**src/rtl/demux17_pkg.sv**
```systemverilog
// demux17_pkg: shared lane count, select width and select helpers for the
// 1-to-17 registered demultiplexer.
package demux17_pkg;

    localparam int NUM_LANES = 17;
    localparam int SEL_W     = 5;

    typedef logic [SEL_W-1:0] lane_sel_t;

    // A select addresses a real lane only when it is below the lane count;
    // the remaining codes of the 5-bit field are dropped and counted.
    function automatic logic sel_legal(lane_sel_t s);
        return (s < lane_sel_t'(NUM_LANES));
    endfunction

endpackage

```
**src/rtl/demux17_lane.sv**
```systemverilog
// demux17_lane: one-entry holding buffer for a single output lane.
// A fill on the same cycle as a drain wins, so a busy lane can pass one
// word per cycle straight through.
module demux17_lane #(
    parameter int width = 16
) (
    input  logic             clk,
    input  logic             rst,
    input  logic             fill,
    input  logic [width-1:0] fill_data,
    input  logic             drain,
    output logic             valid,
    output logic [width-1:0] data
);

    logic             valid_q, valid_d;
    logic [width-1:0] data_q,  data_d;

    // Next buffer state: drain empties, fill loads and overrides the drain.
    always_comb begin
        valid_d = valid_q;
        data_d  = data_q;
        if (valid_q && drain) begin
            valid_d = 1'b0;
        end
        if (fill) begin
            valid_d = 1'b1;
            data_d  = fill_data;
        end
    end

    // Buffer registers, cleared by the synchronous reset.
    always_ff @(posedge clk) begin
        if (rst) begin
            valid_q <= 1'b0;
            data_q  <= '0;
        end else begin
            valid_q <= valid_d;
            data_q  <= data_d;
        end
    end

    assign valid = valid_q;
    assign data  = data_q;

endmodule

```
**src/rtl/demux17.sv**
```systemverilog
// demux17: registered 1-to-17 demultiplexer with per-lane valid/ready.
// The top decodes the select, forms the combinational in_ready, steers
// accepted words into the lane buffers and counts dropped illegal words.
module demux17
    import demux17_pkg::*;
#(
    parameter int width = 16
) (
    input  logic                            clk,
    input  logic                            rst,
    input  logic [SEL_W-1:0]                sel,
    input  logic                            in_valid,
    input  logic [width-1:0]                in_data,
    output logic                            in_ready,
    output logic [NUM_LANES-1:0]            out_valid,
    input  logic [NUM_LANES-1:0]            out_ready,
    output logic [NUM_LANES-1:0][width-1:0] out_data,
    output logic                            err,
    output logic [7:0]                      err_count
);

    logic                 sel_ok;
    logic                 accept;
    logic [NUM_LANES-1:0] lane_ready;
    logic [NUM_LANES-1:0] fill;

    logic       err_q,       err_d;
    logic [7:0] err_count_q, err_count_d;

    // Producer handshake and select decode: a lane can take a word when it
    // is empty or being drained this cycle; illegal selects are always taken.
    always_comb begin
        sel_ok     = sel_legal(sel);
        lane_ready = ~out_valid | out_ready;
        in_ready   = 1'b0;
        if (!rst) begin
            if (sel_ok) begin
                in_ready = lane_ready[sel];
            end else begin
                in_ready = 1'b1;
            end
        end
        accept = in_valid & in_ready;
        fill   = '0;
        for (int i = 0; i < NUM_LANES; i++) begin
            fill[i] = accept & sel_ok & (sel == lane_sel_t'(i));
        end
    end

    // One buffer per lane; each lane drains on its own consumer's ready.
    for (genvar g = 0; g < NUM_LANES; g++) begin : g_lane
        demux17_lane #(
            .width(width)
        ) u_lane (
            .clk       (clk),
            .rst       (rst),
            .fill      (fill[g]),
            .fill_data (in_data),
            .drain     (out_ready[g]),
            .valid     (out_valid[g]),
            .data      (out_data[g])
        );
    end

    // Error pulse and saturating drop counter for accepted illegal words.
    always_comb begin
        err_d       = accept & ~sel_ok;
        err_count_d = err_count_q;
        if (err_d && (err_count_q != 8'hFF)) begin
            err_count_d = err_count_q + 8'd1;
        end
    end

    // Error registers, cleared by the synchronous reset.
    always_ff @(posedge clk) begin
        if (rst) begin
            err_q       <= 1'b0;
            err_count_q <= 8'd0;
        end else begin
            err_q       <= err_d;
            err_count_q <= err_count_d;
        end
    end

    assign err       = err_q;
    assign err_count = err_count_q;

endmodule

```
**config.mk**
```make
export PLATFORM = sky130hd
export DESIGN_NAME = demux17
export DESIGN_NICKNAME = d
export VERILOG_FILES = /design/src/rtl/demux17_pkg.sv /design/src/rtl/demux17_lane.sv /design/src/rtl/demux17.sv
export SDC_FILE = /design/constraint.sdc
export NUM_CORES = 1
export LEC_CHECK = 0
export ABC_AREA = 1
export CAP_MARGIN = 20
export CORE_MARGIN = 8
export CORE_UTILIZATION = 35
export DETAILED_ROUTE_END_ITERATION = 12
export GPL_TIMING_DRIVEN = 0
export MAX_ROUTING_LAYER = met4
export PLACE_DENSITY = 0.67
export SLEW_MARGIN = 25
export SYNTH_ARGS = -nofsm -noshare
export SYNTH_HDL_FRONTEND = slang
export SYNTH_SLANG_ARGS = --single-unit
```
**constraint.sdc**
```tcl
create_clock -name clk -period 1.8 [get_ports clk]
set_input_delay 0.27 -clock clk [delete_from_list [all_inputs] [get_ports clk]]
set_output_delay 0.27 -clock clk [all_outputs]
set_load 0.02 [all_outputs]
```
==> results of run 1 <==
repair_timing:
action,in CTS,in global routing
buffers inserted,35,11
endpoints found under the hold margin,0,0
resized for setup,200,95
gates cloned,15,6
endpoints found under the setup margin,357,405
pin swaps,47,32
area by class of cell:
| type | count | area, um^2 | area share, % |
|---|---|---|---|
| clock buffers | 48 | 985 | 5.18 |
| plain buffers | 130 | 988 | 5.20 |
| well taps | 455 | 569 | 2.99 |
| multi-input cells | 1179 | 5730 | 30.1 |
| diodes | 1 | 2.50 | 0.0132 |
| clock inverters | 10 | 125 | 0.658 |
| repair buffers | 402 | 4280 | 22.5 |
| inverters | 91 | 347 | 1.82 |
| flip-flops and latches | 298 | 5980 | 31.5 |
power groups by stage:
stage | registers [mW] | clock network (mW) | logic (mW)
floorplan | 6.81 | 0 | 0.520
global placement | 6.78 | 0 | 0.961
detailed placement | 6.78 | 0 | 0.970
CTS | 6.64 | 7.01 | 1.17
global route | 6.64 | 7.25 | 1.34
finish | 6.64 | 6.88 | 1.26
through the flow:
stage               instances  TNS, ps  worst slack [ps]  utilization, %  hold WS, ps
floorplan                1700        0             0.279               -          405
global placement         2492  -278950             -1060            47.1          448
detailed placement       2492  -291570             -1100            47.1          454
CTS                      2600   -22330              -173            53.8          259
global route             2614   -63560              -299            55.3          288
finish                   2614   -30730              -188            55.3          274
worst max path at each step:
stage | from | endpoint | slack [ps]
final | g_lane[15].u_lane.valid | g_lane[3].u_lane.data[3] | -190
after global routing | g_lane[15].u_lane.valid | g_lane[4].u_lane.data[14] | -300
after CTS | g_lane[14].u_lane.valid | in_ready | -170
after detailed placement | sel[1] | g_lane[15].u_lane.data[13] | -1100
after global placement | sel[1] | g_lane[7].u_lane.data[15] | -1060
after floorplan | sel[4] | g_lane[7].u_lane.data[10] | 0.3
registers in the layout (all words and copies together), names as in the netlist:
register and cells:
g_lane.u_lane.data 272, g_lane.u_lane.valid 17, err_count 8, err 1
cells by family (layout without fill, tap and decap cells):
kind of cell / Yosys count / in the layout / synth area share (%)
buf+inv: 223 / 681 / 8.43
flops: 298 / 298 / 49.0
compound gates: 97 / 97 / 4.05
simple gates: 1080 / 1080 / 38.3
xor+xnor: 1 / 1 / 0.0720
other cells: 0 / 1 / 0
fa+ha+maj: 1 / 1 / 0.103
layout by cell type (no fill, tap or decap), drive strengths merged:
| master | Yosys | routed |
|---|---|---|
| nor2 | 453 | 453 |
| nand2 | 337 | 337 |
| clkdlybuf4s50 | 0 | 331 |
| dfxtp | 298 | 298 |
| nand3 | 264 | 264 |
| buf | 77 | 137 |
| clkbuf | 55 | 110 |
| inv | 89 | 89 |
| a21oi | 87 | 87 |
| nor3 | 18 | 18 |
| clkinv | 2 | 9 |
| o21ai | 8 | 8 |
| nand4 | 5 | 5 |
| bufinv | 0 | 2 |
| dlygate4sd2 | 0 | 2 |
| diode | 0 | 1 |
| a31oi | 1 | 1 |
| o21bai | 1 | 1 |
| nor3b | 1 | 1 |
| or2 | 1 | 1 |
| and3 | 1 | 1 |
| xor2 | 1 | 1 |
| ha | 1 | 1 |
| clkinvlp | 0 | 1 |
routing by layer:
layer  routed length, um  vias to the layer above
met1               19700                     6063
met5                   0                        -
met3                4640                      120
met2               22900                      528
li1                    -                     6242
met4                2150                        0
worst max-delay path, cell delays in order (launching register included):
cell and delay [ps]:
dfxtp_4 350, nand2_4 70, nand2_2 60, nand2_2 80, nor2_1 50, nor2_1 120
nor2_1 60, nand3_1 100, nand3_2 120, nor2_4 160, buf_6 150, buf_16 120
buf_12 120, buf_12 120, nand3_1 60, nand2_1 110, nor2_1 40
==> flow_summary_export.csv, run 1 <==
group,metric,value,unit
run_status,status,"finished, violations left",
run_status,violations,"setup timing",
pwr,power_per_cell_area,777,mW/mm^2
critical_path,crit_required,2200,ps
detailed_routing,ant_nets,0,
sta,setup_ws,-188,ps
yosys,synth_ff_type,"dfxtp_1",
critical_path,r2r-start,"g_lane[15].u_lane.valid",
yosys,netlist.area_leader.share,49.0,%
critical_path,path_class,"register to register",
cts,clk_pin_slew,60,ps
min_path,holdPathEnd,"g_lane[11].u_lane.data[15]",
floorplanning,ios,340,
sta,relSlewSlack,26.2,%
global_route,use_met1,26.9,%
global_route,grt_pass1_vias,12500,
sta,drv_slew,0,
sta,grt_setup_unrepaired,"yes",
sta,fin_crit,1990,ps
yosys,synth_edf_count,0,
critical_path,reg2reg_to,"g_lane[3].u_lane.data[3]",
detailed_routing,drt_iter0_markers,922,
cts,root_buffer,"clkbuf_16",
cts,clock_latency,520,ps
global_route,gr-usage-all-layers,23.3,%
critical_path,reg2reg_depth,16,
min_path,min_from,"sel[4]",
final_layout,fillers,3180,
critical_path,worstSetupEndpointType,"register",
critical_path,arrival,2390,ps
pwr,seqPwrFrac,44.9,%
detailed_routing,wl_per_cell,18.9,um
placed_design,globalplace.congestion,0.851,
sta,hold_viol,0,
detailed_routing,vias,13000,
pwr,peakVddDrop,619,uV
pwr,power_frac_clock,46.6,%
yosys,synth_warnings,0,
yosys,syn_area,0.0122,mm^2
yosys,yosysSeqAreaShare,49.0,%
placed_design,placed_area,0.0162,mm^2
min_path,hold_depth,5,
pwr,p_leak,7.46,nW
pwr,p_sw_share,24.2,%
sta,period_share,110,%
global_route,use_met2,37.2,%
yosys,yosysMostFrequentCell,"nor2_1",
yosys,syn_inst,1700,
detailed_routing,viasPerCell,4.96,
cts,cts_tree,"built",
cts,cts_hold_buf,0,
pwr,p_total,14.8,mW
cts,clock-sinks,298,
pwr,power_switching,3.58,mW
critical_path,critPathLaunchType,"register",
final_layout,final_area,0.0190,mm^2
min_path,hp-class,"input pin to register",
final_layout,drive_gt1_share,16.6,%
detailed_routing,first_pass_iters,5,
critical_path,cp_max_fo,5,
final_layout,nNetsFinal,2178,
cts,htreeDepth,2,
yosys,synth_common_cells,"439 x nor2_1, 335 x nand2_1, 298 x dfxtp_1",
pwr,p_int,11.2,mW
placed_design,io_buffers,337,
cts,numCtsBuffers,34,
global_route,grt_overflow,0,
sta,setup_viol,314,
floorplanning,die_area,0.0410,mm^2
global_route,grt_use_met3,6.85,%
sta,skew,22.0,ps
yosys,ys_types,32,
yosys,yosys.area.top_type,"dfxtp_1",
global_route,grt_max_degree,14,
yosys,postSynth.asyncResetShare,0,%
yosys,synth_area_leaders,"dfxtp_1 49%, nor2_1 14%, nand3_1 11%, nand2_1 10%, a21oi_1 3.6%",
job,maxCapViolations,0,
yosys,syn_nets,1742,
floorplanning,rows,68,
floorplanning,die_x,202,um
pwr,combPwrFrac,8.5,%
cts,clock_path_buffers,3,
detailed_routing,drcViolationCount,0,
floorplanning,die_h,202,um
final_layout,syn_to_final_growth,56.3,%
global_route,grt_pass1_wl,72500,um
yosys,ys_ff_latch,298,
floorplanning,start_util,35.4,%
yosys,syn_area_per_cell,7.16,um^2
placed_design,dp.final_hpwl,35400,um
global_route,antenna_found_initial,1,
floorplanning,coreArea,0.0344,mm^2
critical_path,r2r_slack,-190,ps
sta,max_slew.worst_pin.slew,1110,ps
global_route,grt.busiest_layer,"met2",
sta,fmax,0.503,GHz
detailed_routing,routed_wl,49400,um
No activity file was read; power rests on OpenSTA's default activity.
==> inputs of run 2 (changes only) <==
--- a/config.mk
+++ b/config.mk
@@ -9,8 +9,10 @@
 export CAP_MARGIN = 20
 export CORE_MARGIN = 8
 export CORE_UTILIZATION = 35
+export CTS_CLUSTER_SIZE = 25
 export DETAILED_ROUTE_END_ITERATION = 12
 export GPL_TIMING_DRIVEN = 0
+export HOLD_SLACK_MARGIN = 0.02
 export MAX_ROUTING_LAYER = met4
 export PLACE_DENSITY = 0.67
 export SLEW_MARGIN = 25
==> results of run 2 <==
Final layout, timing and power as in run 1 (identical DEF).
==> inputs of run 3 (changes only) <==
--- a/config.mk
+++ b/config.mk
@@ -8,14 +8,15 @@
 export ABC_AREA = 1
 export CAP_MARGIN = 20
 export CORE_MARGIN = 8
-export CORE_UTILIZATION = 35
+export CORE_UTILIZATION = 42
 export CTS_CLUSTER_SIZE = 25
 export DETAILED_ROUTE_END_ITERATION = 12
 export GPL_TIMING_DRIVEN = 0
 export HOLD_SLACK_MARGIN = 0.02
 export MAX_ROUTING_LAYER = met4
-export PLACE_DENSITY = 0.67
+export PLACE_DENSITY = 0.74
 export SLEW_MARGIN = 25
 export SYNTH_ARGS = -nofsm -noshare
 export SYNTH_HDL_FRONTEND = slang
+export SYNTH_HIERARCHICAL = 1
 export SYNTH_SLANG_ARGS = --single-unit
==> flow_summary_export.csv, run 3 <==
group,metric,value,unit
sta,fmax,0.502,GHz
detailed_routing,viasPerCell,5.28,
floorplanning,coreArea,0.0258,mm^2
sta,hold_viol,0,
floorplanning,rows,59,
cts,cts_hold_buf,0,
yosys,synth_warnings,6,
cts,clock_latency,550,ps
sta,drv_slew,0,
critical_path,slowest_stage,"dfxtp_2",
cts,htreeDepth,1,
min_path,min_from,"rst",
sta,skew,11.0,ps
yosys,synth_ff_type,"dfxtp_1",
min_path,hold_depth,2,
cts,clk_pin_slew,70,ps
final_layout,syn_to_final_growth,72.9,%
final_layout,layout_commonest_cell,"nor2_1",
yosys,synth-xor-area-share,0.240,%
floorplanning,die_h,177,um
global_route,grt_pass1_wl,64500,um
floorplanning,die_area,0.0315,mm^2
detailed_routing,drcViolationCount,0,
cts,clock-sinks,298,
critical_path,cp_common_cell,"nand2_2",
yosys,syn_area,0.0109,mm^2
yosys,synth_fa_ha_area_share,0.114,%
yosys,synth_simple_gate_area_share,23.4,%
sta,period_share,111,%
yosys,postSynth.asyncResetShare,0,%
floorplanning,ios,340,
yosys,yosysSeqAreaShare,54.5,%
global_route,gr-usage-all-layers,26.8,%
critical_path,worstSetupStartpoint,"g_lane[5].u_lane/valid",
critical_path,reg2reg_depth,14,
final_layout,final_cell_mix,"345 x nor2_1, 316 x clkdlybuf4s50_1, 282 x dfxtp_1",
global_route,grt_overflow,0,
pwr,power_per_cell_area,733,mW/mm^2
yosys,syn_inst,1409,
critical_path,critPathLaunchType,"register",
cts,cts_tree,"built",
cts,clock_path_buffers,3,
sta,setup_viol,417,
yosys,netlist.area_leader.share,54.5,%
detailed_routing,first_pass_iters,5,
placed_design,io_buffers,339,
yosys,synth_compound_area_share,15.0,%
pwr,p_leak,7.50,nW
sta,grt_setup_unrepaired,"yes",
job,maxCapViolations,0,
yosys,muxShareOfSynthArea,0,%
detailed_routing,routed_wl,46200,um
detailed_routing,vias,11900,
critical_path,arrival,2430,ps
detailed_routing,ant_nets,0,
final_layout,nNetsFinal,1937,
floorplanning,start_util,42.4,%
floorplanning,die_x,177,um
final_layout,final_area,0.0189,mm^2
yosys,syn_nets,1451,
yosys,ys_ff_latch,298,
yosys,ys_types,26,
pwr,peakVddDrop,710,uV
yosys,syn_area_per_cell,7.77,um^2
sta,relSlewSlack,36.4,%
final_layout,fillers,1792,
yosys,synth_area_leaders,"dfxtp_1 54%, nor2_1 19%, o21ai_0 12%, inv_1 2.3%, nand2_1 2.0%",
yosys,synth_top_family_by_area,"simple AND/OR/NAND/NOR gates",
global_route,grt_pass1_vias,11400,
yosys,synth_common_cells,"561 x nor2_1, 298 x dfxtp_1, 263 x o21ai_0",
detailed_routing,wl_per_cell,20.4,um
sta,max_slew.worst_pin.slew,954,ps
critical_path,crit_chain,"nand2_2 > nand2_2 > nand2_2 > o21ai_2 > nand3_2 > nor2_2 > nor2_4 > nand3_4 > buf_6 > nor2_4 > inv_4 > clkbuf_16 > nor2_2 > nor2_1",
sta,fin_crit,1990,ps
placed_design,dp.final_hpwl,27800,um
critical_path,cp_max_fo,5,
cts,root_buffer,"clkbuf_16",
global_route,grt_max_degree,40,
placed_design,globalplace.congestion,0.830,
run_status,status,"finished, violations left",
min_path,hp-class,"input pin to register",
yosys,yosys.area.top_type,"dfxtp_1",
yosys,synth_edf_count,0,
sta,setup_ws,-193,ps
placed_design,placed_area,0.0148,mm^2
critical_path,worstSetupEndpointType,"register",
yosys,yosysMostFrequentCell,"nor2_1",
final_layout,fin_util,73.2,%
critical_path,crit_required,2240,ps
final_layout,largest_register_ffs,272,
detailed_routing,drt_iter0_markers,885,
critical_path,r2r-start,"g_lane[5].u_lane/valid",
global_route,antenna_found_initial,6,
final_layout,drive_gt1_share,34.5,%
cts,numCtsBuffers,31,
run_status,violations,"setup timing",
critical_path,path_class,"register to register",
critical_path,slowest_delay,330,ps
-- run 3: power breakdown --
part           leakage (nW)  internal (mW)  switching [mW]
registers              2.41           6.62          0.0195
logic                  4.60          0.242           0.607
clock network         0.498           3.73            2.65
total                  7.50           10.6            3.28
-- run 3: final timing paths --
check	slack, ps	endpoint
worst max-delay path	-190	g_lane[10].u_lane/data[4]
worst min-delay path	240	g_lane[4].u_lane/valid
worst max register to register	-190	g_lane[10].u_lane/data[4]
worst min register to register	480	g_lane[0].u_lane/valid
-- run 3: timing repair --
action | in CTS | in global routing
cloned | 21 | 5
endpoints found under the hold margin | 0 | 0
gates resized for setup | 380 | 383
setup buffers | 65 | 23
pin swaps | 213 | 142
endpoints found under the setup margin | 399 | 542
-- run 3: per-layer routing --
metal | routed length, um | vias up | GRT usage (%)
li1 | - | 5513 | -
met1 | 17900 | 5708 | 30.9
met2 | 22000 | 547 | 43.1
met3 | 3680 | 149 | 5.81
met4 | 2580 | 0 | 14.4
met5 | 0 | - | -
-- run 3: cell families after synthesis --
| logic type | after synthesis |
|---|---|
| AO/OA/AOI/OAI | 312 |
| XOR/XNOR | 3 |
| adder cells (fa/ha/maj) | 1 |
| buffers and inverters | 139 |
| flip-flops | 298 |
| AND/OR/NAND/NOR | 656 |
-- run 3: metrics by stage --
stage / hold slack (ps) / instances / TNS, ps / setup slack [ps] / power, mW
after floorplan: 325 / 1409 / -8910 / -115 / 7.02
after global placement: 462 / 2083 / -687500 / -2500 / 7.44
after detailed placement: 463 / 2083 / -327280 / -1390 / 7.43
after CTS: 227 / 2224 / -43980 / -205 / 13.8
after global routing: 246 / 2258 / -67890 / -284 / 14.3
final: 242 / 2259 / -30700 / -193 / 13.9
-- run 3: critical path: cells and delay by family (launching register included) --
| kind | cells | cell delay (ps) |
|---|---|---|
| and+or+nand+nor | 10 | 1030 |
| buffers and inverters | 3 | 460 |
| DFF | 1 | 330 |
| AOI/OAI and AO/OA | 1 | 70 |
-- run 3: area by class of cell --
class	instances	area [um^2]	share of cell area [%]
flip-flops and latches	298	5990	31.6
multi-input cells	972	5780	30.5
repair buffers	453	4760	25.2
clock buffers	44	895	4.73
plain buffers	53	571	3.01
well taps	335	419	2.21
inverters	86	378	2.00
clock inverters	11	116	0.615
diodes	7	17.5	0.0926
